**src/rtl/draw_pkg.sv**
```systemverilog
// -----------------------------------------------------------------------------
// draw_pkg
// Constants and types shared by the sprite blitter and its bench:
//   COLOUR_W        colour width (3:3:3)
//   X_W / Y_W       screen coordinate widths
//   SCREEN_W/H      visible screen size used for clipping
//   TRANSPARENT_KEY default colour key that is never plotted in draw mode
//   state_t         blitter sequencing states
// -----------------------------------------------------------------------------
package draw_pkg;

   localparam int COLOUR_W = 9;
   localparam int X_W      = 8;
   localparam int Y_W      = 7;
   localparam int SCREEN_W = 160;
   localparam int SCREEN_H = 120;

   localparam logic [COLOUR_W-1:0] TRANSPARENT_KEY = 9'h1FF;

   typedef enum logic [1:0] {
      IDLE  = 2'd0,
      RUN   = 2'd1,
      FLUSH = 2'd2
   } state_t;

endpackage

```
**src/rtl/sprite_pixel_counter.sv**
```systemverilog
// -----------------------------------------------------------------------------
// sprite_pixel_counter
// Raster-order column/row counter over an SPR_W x SPR_H sprite.
// Ports:
//   clk, resetn  clock, asynchronous active-low reset
//   clear        return to (0,0); has priority over enable
//   enable       advance one pixel, col wraps to 0 and row increments
//   col, row     current pixel position
//   last         high while positioned on (SPR_W-1, SPR_H-1)
// -----------------------------------------------------------------------------
module sprite_pixel_counter #(
   parameter  int SPR_W = 20,
   parameter  int SPR_H = 20,
   localparam int CW    = (SPR_W > 1) ? $clog2(SPR_W) : 1,
   localparam int RW    = (SPR_H > 1) ? $clog2(SPR_H) : 1
) (
   input  logic          clk,
   input  logic          resetn,
   input  logic          clear,
   input  logic          enable,
   output logic [CW-1:0] col,
   output logic [RW-1:0] row,
   output logic          last
);

   localparam logic [CW-1:0] COL_MAX = CW'(SPR_W - 1);
   localparam logic [RW-1:0] ROW_MAX = RW'(SPR_H - 1);

   logic col_end;
   logic row_end;

   assign col_end = (col == COL_MAX);
   assign row_end = (row == ROW_MAX);
   assign last    = col_end && row_end;

   // Column/row position register with wrap at the sprite edges.
   always_ff @(posedge clk or negedge resetn) begin
      if (!resetn) begin
         col <= '0;
         row <= '0;
      end else if (clear) begin
         col <= '0;
         row <= '0;
      end else if (enable) begin
         if (col_end) begin
            col <= '0;
            if (row_end) begin
               row <= '0;
            end else begin
               row <= row + RW'(1);
            end
         end else begin
            col <= col + CW'(1);
         end
      end
   end

endmodule

```
**src/rtl/draw_sprite.sv**
```systemverilog
// -----------------------------------------------------------------------------
// draw_sprite
// Sprite blitter: walks one SPR_W x SPR_H sprite out of a synchronous ROM and
// emits one pixel per cycle to the VGA adapter, with colour-key transparency,
// screen-edge clipping and an erase (background fill) mode.
// Ports:
//   clk, resetn      clock, asynchronous active-low reset
//   start            begin a blit (only honoured while idle)
//   abort            cancel a running blit, no done pulse
//   erase            0 = copy sprite, 1 = fill footprint with bg_colour
//   sprite_id        which sprite of the ROM bank
//   base_x, base_y   top-left screen position
//   bg_colour        fill colour for erase mode
//   rom_addr         registered ROM address
//   rom_q            ROM data, one cycle after rom_addr
//   x, y, colour     pixel to VGA (registered)
//   plot             VGA write enable (registered)
//   busy             blit in progress
//   done             one-cycle pulse on normal completion
// Pixel k: address in cycle k+1, ROM data in k+2, on the VGA port in k+3.
// -----------------------------------------------------------------------------
module draw_sprite #(
   parameter  int SPR_W    = 20,
   parameter  int SPR_H    = 20,
   parameter  int NUM_SPR  = 4,
   parameter  int COLOUR_W = draw_pkg::COLOUR_W,
   parameter  int X_W      = draw_pkg::X_W,
   parameter  int Y_W      = draw_pkg::Y_W,
   parameter  int SCREEN_W = draw_pkg::SCREEN_W,
   parameter  int SCREEN_H = draw_pkg::SCREEN_H,
   parameter  logic [COLOUR_W-1:0] TRANSPARENT = draw_pkg::TRANSPARENT_KEY,
   localparam int SID_W    = (NUM_SPR > 1) ? $clog2(NUM_SPR) : 1,
   localparam int AW       = $clog2(NUM_SPR * SPR_W * SPR_H)
) (
   input  logic                clk,
   input  logic                resetn,
   input  logic                start,
   input  logic                abort,
   input  logic                erase,
   input  logic [SID_W-1:0]    sprite_id,
   input  logic [X_W-1:0]      base_x,
   input  logic [Y_W-1:0]      base_y,
   input  logic [COLOUR_W-1:0] bg_colour,
   output logic [AW-1:0]       rom_addr,
   input  logic [COLOUR_W-1:0] rom_q,
   output logic [X_W-1:0]      x,
   output logic [Y_W-1:0]      y,
   output logic [COLOUR_W-1:0] colour,
   output logic                plot,
   output logic                busy,
   output logic                done
);

   import draw_pkg::state_t;
   import draw_pkg::IDLE;
   import draw_pkg::RUN;
   import draw_pkg::FLUSH;

   localparam int CW = (SPR_W > 1) ? $clog2(SPR_W) : 1;
   localparam int RW = (SPR_H > 1) ? $clog2(SPR_H) : 1;

   localparam logic [AW-1:0]  SPR_SIZE = AW'(SPR_W * SPR_H);
   localparam logic [X_W:0]   X_LIMIT  = (X_W + 1)'(SCREEN_W);
   localparam logic [Y_W:0]   Y_LIMIT  = (Y_W + 1)'(SCREEN_H);

   state_t state;
   state_t next_state;

   logic load;          // start accepted this cycle
   logic cnt_clear;
   logic cnt_en;
   logic finish;        // normal end of FLUSH
   logic kill;          // abort while a blit is active
   logic flush_second;  // set during the second FLUSH cycle

   logic [CW-1:0] col;
   logic [RW-1:0] row;
   logic          last;

   logic                erase_l;
   logic [X_W-1:0]      base_x_l;
   logic [Y_W-1:0]      base_y_l;
   logic [COLOUR_W-1:0] bg_l;

   logic          s1_valid;
   logic [CW-1:0] s1_col;
   logic [RW-1:0] s1_row;

   logic [X_W:0]        x_sum;
   logic [Y_W:0]        y_sum;
   logic [COLOUR_W-1:0] pix_colour;
   logic                visible;

   sprite_pixel_counter #(
      .SPR_W (SPR_W),
      .SPR_H (SPR_H)
   ) u_counter (
      .clk    (clk),
      .resetn (resetn),
      .clear  (cnt_clear),
      .enable (cnt_en),
      .col    (col),
      .row    (row),
      .last   (last)
   );

   // State register.
   always_ff @(posedge clk or negedge resetn) begin
      if (!resetn) begin
         state <= IDLE;
      end else begin
         state <= next_state;
      end
   end

   // Next-state and sequencing controls.
   always_comb begin
      next_state = state;
      load       = 1'b0;
      cnt_clear  = 1'b0;
      cnt_en     = 1'b0;
      finish     = 1'b0;
      kill       = 1'b0;
      case (state)
         IDLE: begin
            // abort is ignored here, so start+abort together starts a blit
            if (start) begin
               next_state = RUN;
               load       = 1'b1;
               cnt_clear  = 1'b1;
            end else begin
               next_state = IDLE;
            end
         end
         RUN: begin
            if (abort) begin
               next_state = IDLE;
               kill       = 1'b1;
            end else if (last) begin
               next_state = FLUSH;
            end else begin
               next_state = RUN;
               cnt_en     = 1'b1;
            end
         end
         FLUSH: begin
            if (abort) begin
               next_state = IDLE;
               kill       = 1'b1;
            end else if (flush_second) begin
               next_state = IDLE;
               finish     = 1'b1;
            end else begin
               next_state = FLUSH;
            end
         end
         default: begin
            next_state = IDLE;
         end
      endcase
   end

   // Two-cycle FLUSH timer.
   always_ff @(posedge clk or negedge resetn) begin
      if (!resetn) begin
         flush_second <= 1'b0;
      end else begin
         flush_second <= (state == FLUSH) && (next_state == FLUSH);
      end
   end

   // Blit parameters are captured once at start and held for the whole blit.
   always_ff @(posedge clk or negedge resetn) begin
      if (!resetn) begin
         erase_l  <= 1'b0;
         base_x_l <= '0;
         base_y_l <= '0;
         bg_l     <= '0;
      end else if (load) begin
         erase_l  <= erase;
         base_x_l <= base_x;
         base_y_l <= base_y;
         bg_l     <= bg_colour;
      end
   end

   // ROM address: sprites are contiguous and walked in raster order, so
   // sprite_id*N + row*SPR_W + col is simply an increment from the sprite base.
   always_ff @(posedge clk or negedge resetn) begin
      if (!resetn) begin
         rom_addr <= '0;
      end else if (load) begin
         rom_addr <= AW'(sprite_id) * SPR_SIZE;
      end else if (cnt_en) begin
         rom_addr <= rom_addr + AW'(1);
      end
   end

   // Pipeline stage aligning col/row with the ROM read latency.
   always_ff @(posedge clk or negedge resetn) begin
      if (!resetn) begin
         s1_valid <= 1'b0;
         s1_col   <= '0;
         s1_row   <= '0;
      end else begin
         s1_valid <= (state == RUN) && !abort;
         s1_col   <= col;
         s1_row   <= row;
      end
   end

   // Screen position one bit wider so off-screen pixels clip instead of wrapping.
   always_comb begin
      x_sum = {1'b0, base_x_l} + (X_W + 1)'(s1_col);
      y_sum = {1'b0, base_y_l} + (Y_W + 1)'(s1_row);
      if (erase_l) begin
         pix_colour = bg_l;
      end else begin
         pix_colour = rom_q;
      end
      visible = s1_valid && (x_sum < X_LIMIT) && (y_sum < Y_LIMIT) &&
                (erase_l || (rom_q != TRANSPARENT));
   end

   // Registered VGA pixel port and handshake outputs.
   always_ff @(posedge clk or negedge resetn) begin
      if (!resetn) begin
         x      <= '0;
         y      <= '0;
         colour <= '0;
         plot   <= 1'b0;
         busy   <= 1'b0;
         done   <= 1'b0;
      end else begin
         x      <= x_sum[X_W-1:0];
         y      <= y_sum[Y_W-1:0];
         colour <= pix_colour;
         plot   <= visible && !kill;
         busy   <= (next_state != IDLE);
         done   <= finish;
      end
   end

endmodule

```
**config.mk**
```make
export PLATFORM = sky130hd
export DESIGN_NAME = draw_sprite
export DESIGN_NICKNAME = d
export VERILOG_FILES = /design/src/rtl/draw_pkg.sv /design/src/rtl/sprite_pixel_counter.sv /design/src/rtl/draw_sprite.sv
export SDC_FILE = /design/constraint.sdc
export NUM_CORES = 1
export LEC_CHECK = 0
export ABC_CLOCK_PERIOD_IN_PS = 1700
export BUFFER_PORTS_ARGS = -buffer_cell sky130_fd_sc_hd__buf_2
export CORE_ASPECT_RATIO = 1.2
export CORE_UTILIZATION = 45
export CTS_CLUSTER_SIZE = 28
export DETAILED_ROUTE_END_ITERATION = 7
export GPL_ROUTABILITY_DRIVEN = 0
export PLACE_DENSITY = 0.69
export SLEW_MARGIN = 15
export SYNTH_ARGS = -nofsm -noshare
export SYNTH_HDL_FRONTEND = slang
export SYNTH_SLANG_ARGS = --single-unit
```
**constraint.sdc**
```tcl
create_clock -name clk -period 1.7 [get_ports clk]
set_input_delay 0.085 -clock clk [delete_from_list [all_inputs] [get_ports clk]]
set_output_delay 0.085 -clock clk [all_outputs]
set_load 0.02 [all_outputs]
```
# After elaboration in Yosys (flattened, before gate mapping)
# Cells that the tools add are included.
# W data, S select, Z words.
[totals]
ff_bits = 87
in_bits = 40
output_inout_bits = 38
wordCells = 74
[op_classes]
addsub = 5
n_mul = 1
magnitude_cmp = 2
eq_ne = 6
muxes = 26
reduce_logical = 16
[op_table]
columns = ["operator", "n"]
rows = [
  ["$mux W5", 7],
  ["$mux W11", 2],
  ["$add A11 B1 Y11 const B", 1],
  ["$mux W1", 11],
  ["$add A5 B1 Y5 const B", 2],
  ["$eq A5 B5 Y1 const B", 2],
  ["$add A8 B5 Y9", 1],
  ["$lt A9 B8 Y1 const B", 1],
  ["$mux W9", 1],
  ["$ne A9 B9 Y1 const B", 1],
  ["$add A7 B5 Y8", 1],
  ["$lt A8 B7 Y1 const B", 1],
  ["$mux W2", 4],
  ["$logic_and A1 B1 Y1", 7],
  ["$mul A2 B5 Y7 const B", 1],
  ["$pmux W2 S3", 1],
  ["$reduce_bool A2 Y1", 3],
  ["$eq A2 B2 Y1 const B", 2],
  ["$eq A2 B1 Y1 const B", 1],
  ["$logic_not A1 Y1", 2],
  ["$logic_not A2 Y1", 1],
  ["$reduce_and A2 Y1", 1],
  ["$reduce_or A2 Y1", 1],
  ["$logic_or A1 B1 Y1", 1],
]

# Depth between registers and ports, before layout
# Gate-level depths: netlist (run 1).
[depth]
word_depth = 7
depth_mapped = 8
mapped_depth_nobuf = 8

# Modules after synthesis
# From an unflattened synthesis (run 1), not the netlist that was laid out.
[hier_totals]
cells_unflattened = 362
area_unflattened_um2 = 3875.0
[by_module_without_submodules]
columns = ["module", "n_inst", "cells_per_inst", "area_each_um2", "seq_area_each_um2"]
rows = [
  ["draw_sprite", 1, 302, 3306.9, 1926.8],
  ["sprite_pixel_counter", 1, 60, 568.0, 250.2],
]

# Worst setup path before layout (run 1)
# Ideal clock, no wire load.
[synth_path]
path_type = "register to register"
startpoint = "reg base_x_l[0]"
endpoint = "reg plot"
setup_ns = 0.120
arrival_ns = 1.706
required_time_ns = 1.580
path_slack_ns = -0.127
stages_incl_launch_ff = 8
path_buffers = 0
period_less_slack_ns = 1.827
cell_sequence = "dfrtp_1 > ha_1 > fa_1 > a21oi_1 > o31ai_1 > nor4bb_1 > o21ai_0 > o211a_1"
[synth_between]
elab_chain_len = 6
[synth_lines]
columns = ["item", "line", "source"]
rows = [
  ["from (decl)", "draw_sprite.sv:81", "logic [X_W-1:0] base_x_l;"],
  ["from (signal assigned)", "draw_sprite.sv:181", "base_x_l <= base_x;"],
  ["$add A8 B5 Y9", "draw_sprite.sv:214", "x_sum = {1'b0, base_x_l} + (X_W + 1)'(s1_col);"],
  ["$lt A9 B8 Y1", "draw_sprite.sv:221", "visible = s1_valid && (x_sum < X_LIMIT) && (y_sum < Y_LIMIT) &&"],
  ["$logic_and A1 B1 Y1 (3 in series)", "draw_sprite.sv:221", ""],
  ["$logic_and A1 B1 Y1", "draw_sprite.sv:238", "plot <= visible && !kill;"],
  ["to (signal assigned)", "draw_sprite.sv:238", ""],
  ["to (decl)", "draw_sprite.sv:49", "output logic plot,"],
]
# No other way between the ends.
# A chain may end at the register's enable or synchronous reset.

# Worst setup path in the final report (run 1)
# Same ends and word-level chain as after synthesis.

==> results of run 1 <==
==> layer usage <==
metal	wire length, um	track usage (%)	up-vias
met5	0	0	-
met4	127	8.08	0
met3	347	3.81	9
met2	4470	38.6	70
met1	3610	23.7	1475
li1	-	-	1497
==> cell type report <==
class	instances	area (um^2)	area share [%]
timing repair buffer	152	1080	19.8
tap	114	143	2.62
clock inverter	2	60.1	1.10
multi-input combinational	249	1760	32.2
inverter	14	52.6	0.964
clock buffer	14	183	3.35
sequential	87	2180	40.0
==> power groups by stage <==
stage / clock [mW] / sequential [mW] / combinational, mW
after floorplan: 0 / 2.88 / 0.539
after global placement: 0 / 2.65 / 1.29
after detailed placement: 0 / 2.66 / 1.31
after CTS: 1.72 / 2.62 / 1.40
after global routing: 1.80 / 2.68 / 1.58
final: 1.69 / 2.63 / 1.43
==> path summary, 6_finish.rpt <==
| check | startpoint | endpoint | slack [ps] | cells past startpoint |
|---|---|---|---|---|
| worst min register to register | u_counter.row[4] | s1_row[4] | 450 | 0 |
| max in group asynchronous | resetn | rom_addr[0] | 1070 | 3 |
| worst max-delay path | base_x_l[0] | plot | -150 | 7 |
| worst min-delay path | sprite_id[0] | rom_addr[4] | 30 | 3 |
| worst max register to register | base_x_l[0] | plot | -150 | 7 |
| min in group asynchronous | resetn | y[1] | 70 | 2 |
==> cell usage in the layout, fill, tap and decap left out, types with 5 or more instances in the layout <==
| cell type | instances |
|---|---|
| buf_4 | 35 |
| buf_2 | 76 |
| xor2_1 | 14 |
| o21ai_1 | 5 |
| nand2_1 | 91 |
| xnor2_1 | 10 |
| clkbuf_8 | 13 |
| ha_1 | 12 |
| nand4_1 | 5 |
| nor2_1 | 21 |
| dlygate4sd3_1 | 36 |
| mux2_2 | 8 |
| o21ai_0 | 7 |
| a21oi_1 | 8 |
| dfrtp_1 | 87 |
| nand3_1 | 7 |
| inv_1 | 14 |
==> sequential cells by signal, indices dropped and copies added, names as in the netlist, 5 cells and up <==
name and cells:
colour 9, rom_addr 11, y 7, base_y_l 7, x 8, s1_row 5
bg_l 9, base_x_l 8, u_counter.row 5, u_counter.col 5, s1_col 5
==> synth_stat cells (5+ instances only) <==
| library cell | instances |
|---|---|
| nor2_1 | 23 |
| xnor2_1 | 12 |
| nand4_1 | 5 |
| mux2_2 | 8 |
| inv_1 | 14 |
| ha_1 | 19 |
| dfrtp_1 | 87 |
| xor2_1 | 14 |
| o21ai_0 | 10 |
| clkbuf_1 | 8 |
| a21oi_1 | 12 |
| nand3_1 | 7 |
| nand2_1 | 92 |
==> kinds of logic (layout without fill, tap and decap cells) <==
group / count (synthesis) / in the layout
XOR/XNOR: 26 / 26
AND/OR/NAND/NOR: 154 / 154
flip-flops: 87 / 87
buffers and inverters: 24 / 182
multiplexers: 12 / 12
adder cells (fa/ha/maj): 21 / 21
AO/OA/AOI/OAI: 36 / 36
==> stage by stage <==
stage	setup TNS (ps)	setup WS, ps	power (mW)	hold slack (ps)
after detailed placement	-675	-153	3.97	-98.4
after floorplan	-77.5	-23.8	3.42	-211
after CTS	-552	-156	5.74	25.8
after global routing	-2080	-229	6.06	42.3
after global placement	-423	-96.3	3.93	-102
final	-457	-154	5.75	34.1
==> timing repair <==
item                       CTS  global route
hold endpoints to repair   122             0
setup endpoints to repair   13            23
setup buffers                3             4
gates resized for setup     10            14
hold buffers                36             0
pin swaps                    9            12
==> critical path, delay by kind of cell (launching register included) <==
family                   cells  cell delay (ps)
adder cells (fa/ha/maj)      2              570
AO/OA/AOI/OAI                4              470
flip-flops                   1              390
AND/OR/NAND/NOR              1              300
==> run summary, run 1 <==
status -> complete, but fails checks
failing checks -> negative setup slack
Post-synth EDFFs -> 0
Ant. Diodes -> 0
P_int -> 4.03 mW
final net count -> 574
post-layout util -> 66.5%
Tot GR Track Use -> 20.8%
vias in the first global route -> 3103
Synth Instances -> 360
Power Dens Cells -> 1060 mW/mm^2
number of synthesized register bits -> 87
Synth Area in Compound Gates -> 6.13%
first-pass GRT wire length -> 14100 um
CP Class -> flop to flop
area delta synth->final -> 41.3%
Starting Density -> 47.0%
Die Area -> 0.00895 mm^2
clock share of power -> 29.4%
ys flop type -> dfrtp_1
Area contributors post-synth -> dfrtp_1 (56%), nand2_1 (9.0%), ha_1 (6.2%)
switch share -> 29.9%
# H-tree levels -> 3
worst min-delay path category -> input pin to flop
placed cells -> 574
Lkg Pwr -> 2.72 nW
Chip Width -> 86.5 um
Fillers -> 623
site row count -> 36
Post-Place Cell Area -> 0.00466 mm^2
CTS tree -> done
CP Data Arrival Time -> 2100 ps
post-synthesis cell type count -> 43
number of DRC markers in iteration 0 -> 85
startpoint types -> flop
Worst EP required -> 1950 ps
Final Cell Area -> 0.00545 mm^2
Worst path max stage delay -> 390 ps
Reg clk slew, reported paths -> 80 ps
core area -> 0.00820 mm^2
maximum fanout along the worst path -> 4
via count -> 3051
Period Utilization, post-route -> 109%
worst vdd ir -> 0.516 mV
Clock Latency Late Sink -> 360 ps
Final min period -> 1850 ps
wire per inst -> 13.5 um
YS warnings -> 0
combinational share of power -> 24.9%
Post-Synth Simple-Gate Area -> 18.5%
Layout Skew -> 9.82 ps
CP cell instances -> ha_2, fa_2, a21oi_4, o31ai_4, nor4bb_1, o21ai_1, o211a_1
final hold vios -> 0
unrepaired setup endpoints after global routing -> yes
DRT antenna net count -> 0
switching power -> 1.72 mW
ys async rst share -> 100%
worst slew pin tran -> 441 ps
Setup WS post-layout -> -154 ps
I/O pin count -> 78
setup violators final -> 9
cts bufs inserted -> 9
drt total wl -> 8550 um
mux cell area share after synthesis -> 3.37%
Synth Area in XOR/XNOR -> 5.91%
Max Cap Viol -> 0
Yosys top cell by area -> dfrtp_1
Max clock buf depth -> 2
crit end category -> flop
post-synth top area share -> 56.5%
layout cells sized above 1 -> 32.8%
Post-Syn Area -> 0.00386 mm^2
part of the power in registers -> 45.7%
syn_nets -> 421
Vias/cell -> 4.83
gr ovfl total -> 0
Die Ht -> 103 um
Seq/Total Area, Yosys -> 56.5%
CP max stage cell -> dfrtp_1
post-detail-place hpwl -> 5720 um
fin cells -> 632
drc violations -> 0
mean area per synthesized cell -> 10.7 um^2
Slew Limit Fails -> 0
largest family of logic cells by synthesized area -> simple AND/OR/NAND/NOR gates
fmax -> 539 MHz
clk sinks -> 87
initial antenna violation count -> 0
Slew headroom -> 70.6%
Post-Synth Adder-Cell Area -> 7.20%
largest net degree at the start of global routing -> 55
Clock Root Buffer -> clkbuf_8
Pre-antenna DRT Iters -> 4
I/O Buffers -> 77
Note: power is estimated with default switching activity, not from simulation.
==> inputs of run 2 (changes only) <==
--- a/config.mk
+++ b/config.mk
@@ -13,6 +13,7 @@
 export DETAILED_ROUTE_END_ITERATION = 7
 export GPL_ROUTABILITY_DRIVEN = 0
 export PLACE_DENSITY = 0.69
+export SKIP_LAST_GASP = 1
 export SLEW_MARGIN = 15
 export SYNTH_ARGS = -nofsm -noshare
 export SYNTH_HDL_FRONTEND = slang
==> run 2 against run 1 <==
Compared with the run above:
- the flow still finishes with violations (negative setup slack)
- critical endpoint unchanged
- via count up 0.26%
- utilization about the same
- combinational power about the same
- largest power group unchanged
- sequential power about the same
- wire length up 0.11%
- global-route usage unchanged
- count of clock-buffer cells in the layout unchanged
- worst setup slack worse by 1.7 ps
- critical path type unchanged
- clock power about the same
- first-iteration DRC count up 38%
- highest routed layer unchanged
==> run summary, run 2 (same netlist as run 1, synthesis figures left out) <==
min-delay src -> sprite_id[0]
Most flops, register -> rom_addr
Final Cell Area -> 0.00545 mm^2
crit end category -> flop
worst min-delay path category -> input pin to flop
Layout Skew -> 9.80 ps
wire per inst -> 13.5 um
Reg2Reg Setup Slack -> -160 ps
CP Class -> flop to flop
maximum fanout along the worst path -> 4
final net count -> 574
Die Area -> 0.00895 mm^2
site row count -> 36
Starting Density -> 47.0%
gr ovfl total -> 0
core area -> 0.00820 mm^2
via count -> 3059
Final min period -> 1860 ps
unrepaired setup endpoints after global routing -> yes
cts bufs inserted -> 9
DRT antenna net count -> 0
Die Ht -> 103 um
final hold vios -> 0
Power Dens Cells -> 1060 mW/mm^2
drt total wl -> 8560 um
layout cells sized above 1 -> 32.8%
Setup WS post-layout -> -156 ps
initial antenna violation count -> 0
fin cells -> 632
worst r2r dst -> plot
failing checks -> negative setup slack
Reg clk slew, reported paths -> 80 ps
placed cells -> 574
r2r worst-path depth -> 7
worst vdd ir -> 0.517 mV
Clock Latency Late Sink -> 360 ps
Chip Width -> 86.5 um
Fin Setup TNS -> -452 ps
drc violations -> 0
Post-Place Cell Area -> 0.00466 mm^2
Hold Path Cell Cnt -> 3
max reg flops -> 11
Pre-antenna DRT Iters -> 4
status -> complete, but fails checks
Hold Path End -> rom_addr[4]
area delta synth->final -> 41.4%
Max clock buf depth -> 2
startpoint types -> flop
CP Data Arrival Time -> 2100 ps
Slew headroom -> 70.9%
Clock Root Buffer -> clkbuf_8
Max Cap Viol -> 0
post-detail-place hpwl -> 5720 um
I/O pin count -> 78
Tot GR Track Use -> 20.8%
Period Utilization, post-route -> 109%
fmax -> 539 MHz
clk sinks -> 87
Worst EP required -> 1950 ps
most frequent cells in the layout -> nand2_1 (91), dfrtp_1 (87), buf_2 (76), dlygate4sd3_1 (36), buf_4 (34)
Largest regs -> rom_addr x11, bg_l x9, colour x9
CTS tree -> done
most common cell after layout, fill and taps aside -> nand2_1
worst slew pin tran -> 435 ps
largest net degree at the start of global routing -> 55
Tot Pwr -> 5.76 mW
# H-tree levels -> 3
Lkg Pwr -> 2.72 nW
first-pass GRT wire length -> 14100 um
Vias/cell -> 4.84
Ant. Diodes -> 0
vias in the first global route -> 3102
Slew Limit Fails -> 0
number of DRC markers in iteration 0 -> 117
RR Startpoint -> base_x_l[0]
setup violators final -> 9
I/O Buffers -> 77
[run 2: cell counts in the layout (fill, tap and decap cells not counted)]
Identical to the previous run, type by type.
[run 2: per-stage QoR]
stage / setup slack, ps / utilization, % / hold WS [ps]
global placement: -96.3 / 56.9 / -102
finish: -156 / 66.5 / 32.2
global route: -229 / 66.5 / 42.3
detailed placement: -153 / 56.9 / -98.4
CTS: -156 / 65.0 / 25.8
floorplan: -23.8 / - / -211
[run 2: where the power goes]
part           internal [mW]  total (mW)  switching (mW)  leakage [nW]
registers               2.41        2.63           0.220          1.11
logic                  0.633        1.44           0.804          1.49
clock network          0.990        1.69           0.701         0.123
total                   4.04        5.76            1.72          2.72
[run 2: timing repair]
action,in CTS,in global routing
setup endpoints to repair,13,22
gates resized for setup,8,17
setup buffers,3,4
pin swaps,9,11
hold buffers,36,0
endpoints found under the hold margin,122,0
[run 2: critical path, stage by stage, from the launching register on]
cell	delay (ps)
dfrtp_1	390
ha_2	200
fa_2	370
a21oi_4	180
o31ai_4	90
nor4bb_1	300
o21ai_1	90
o211a_1	110
[run 2: worst max path at each step]
| stage | from | end | cells after the start |
|---|---|---|---|
| global route | base_y_l[0] | plot | 8 |
| finish | base_x_l[0] | plot | 7 |
| detailed placement | base_x_l[0] | plot | 7 |
| floorplan | u_counter.row[0] | rom_addr[8] | 6 |
| global placement | base_x_l[0] | plot | 7 |
| CTS | base_x_l[0] | plot | 7 |
[run 2: layout make-up]
cell class	count	area, um^2
inverters	14	52.6
flip-flops and latches	87	2180
fillers	620	2750
clock inverters	2	60.1
clock buffers	14	183
repair buffers	152	1080
multi-input cells	249	1760
well taps	114	143
[run 2: metal layers]
metal / global-route usage, % / routed length (um) / vias to the layer above
li1: - / - / 1496
met1: 23.7 / 3590 / 1480
met5: 0 / 0 / -
met4: 8.08 / 132 / 0
met2: 38.6 / 4470 / 73
met3: 3.81 / 369 / 10
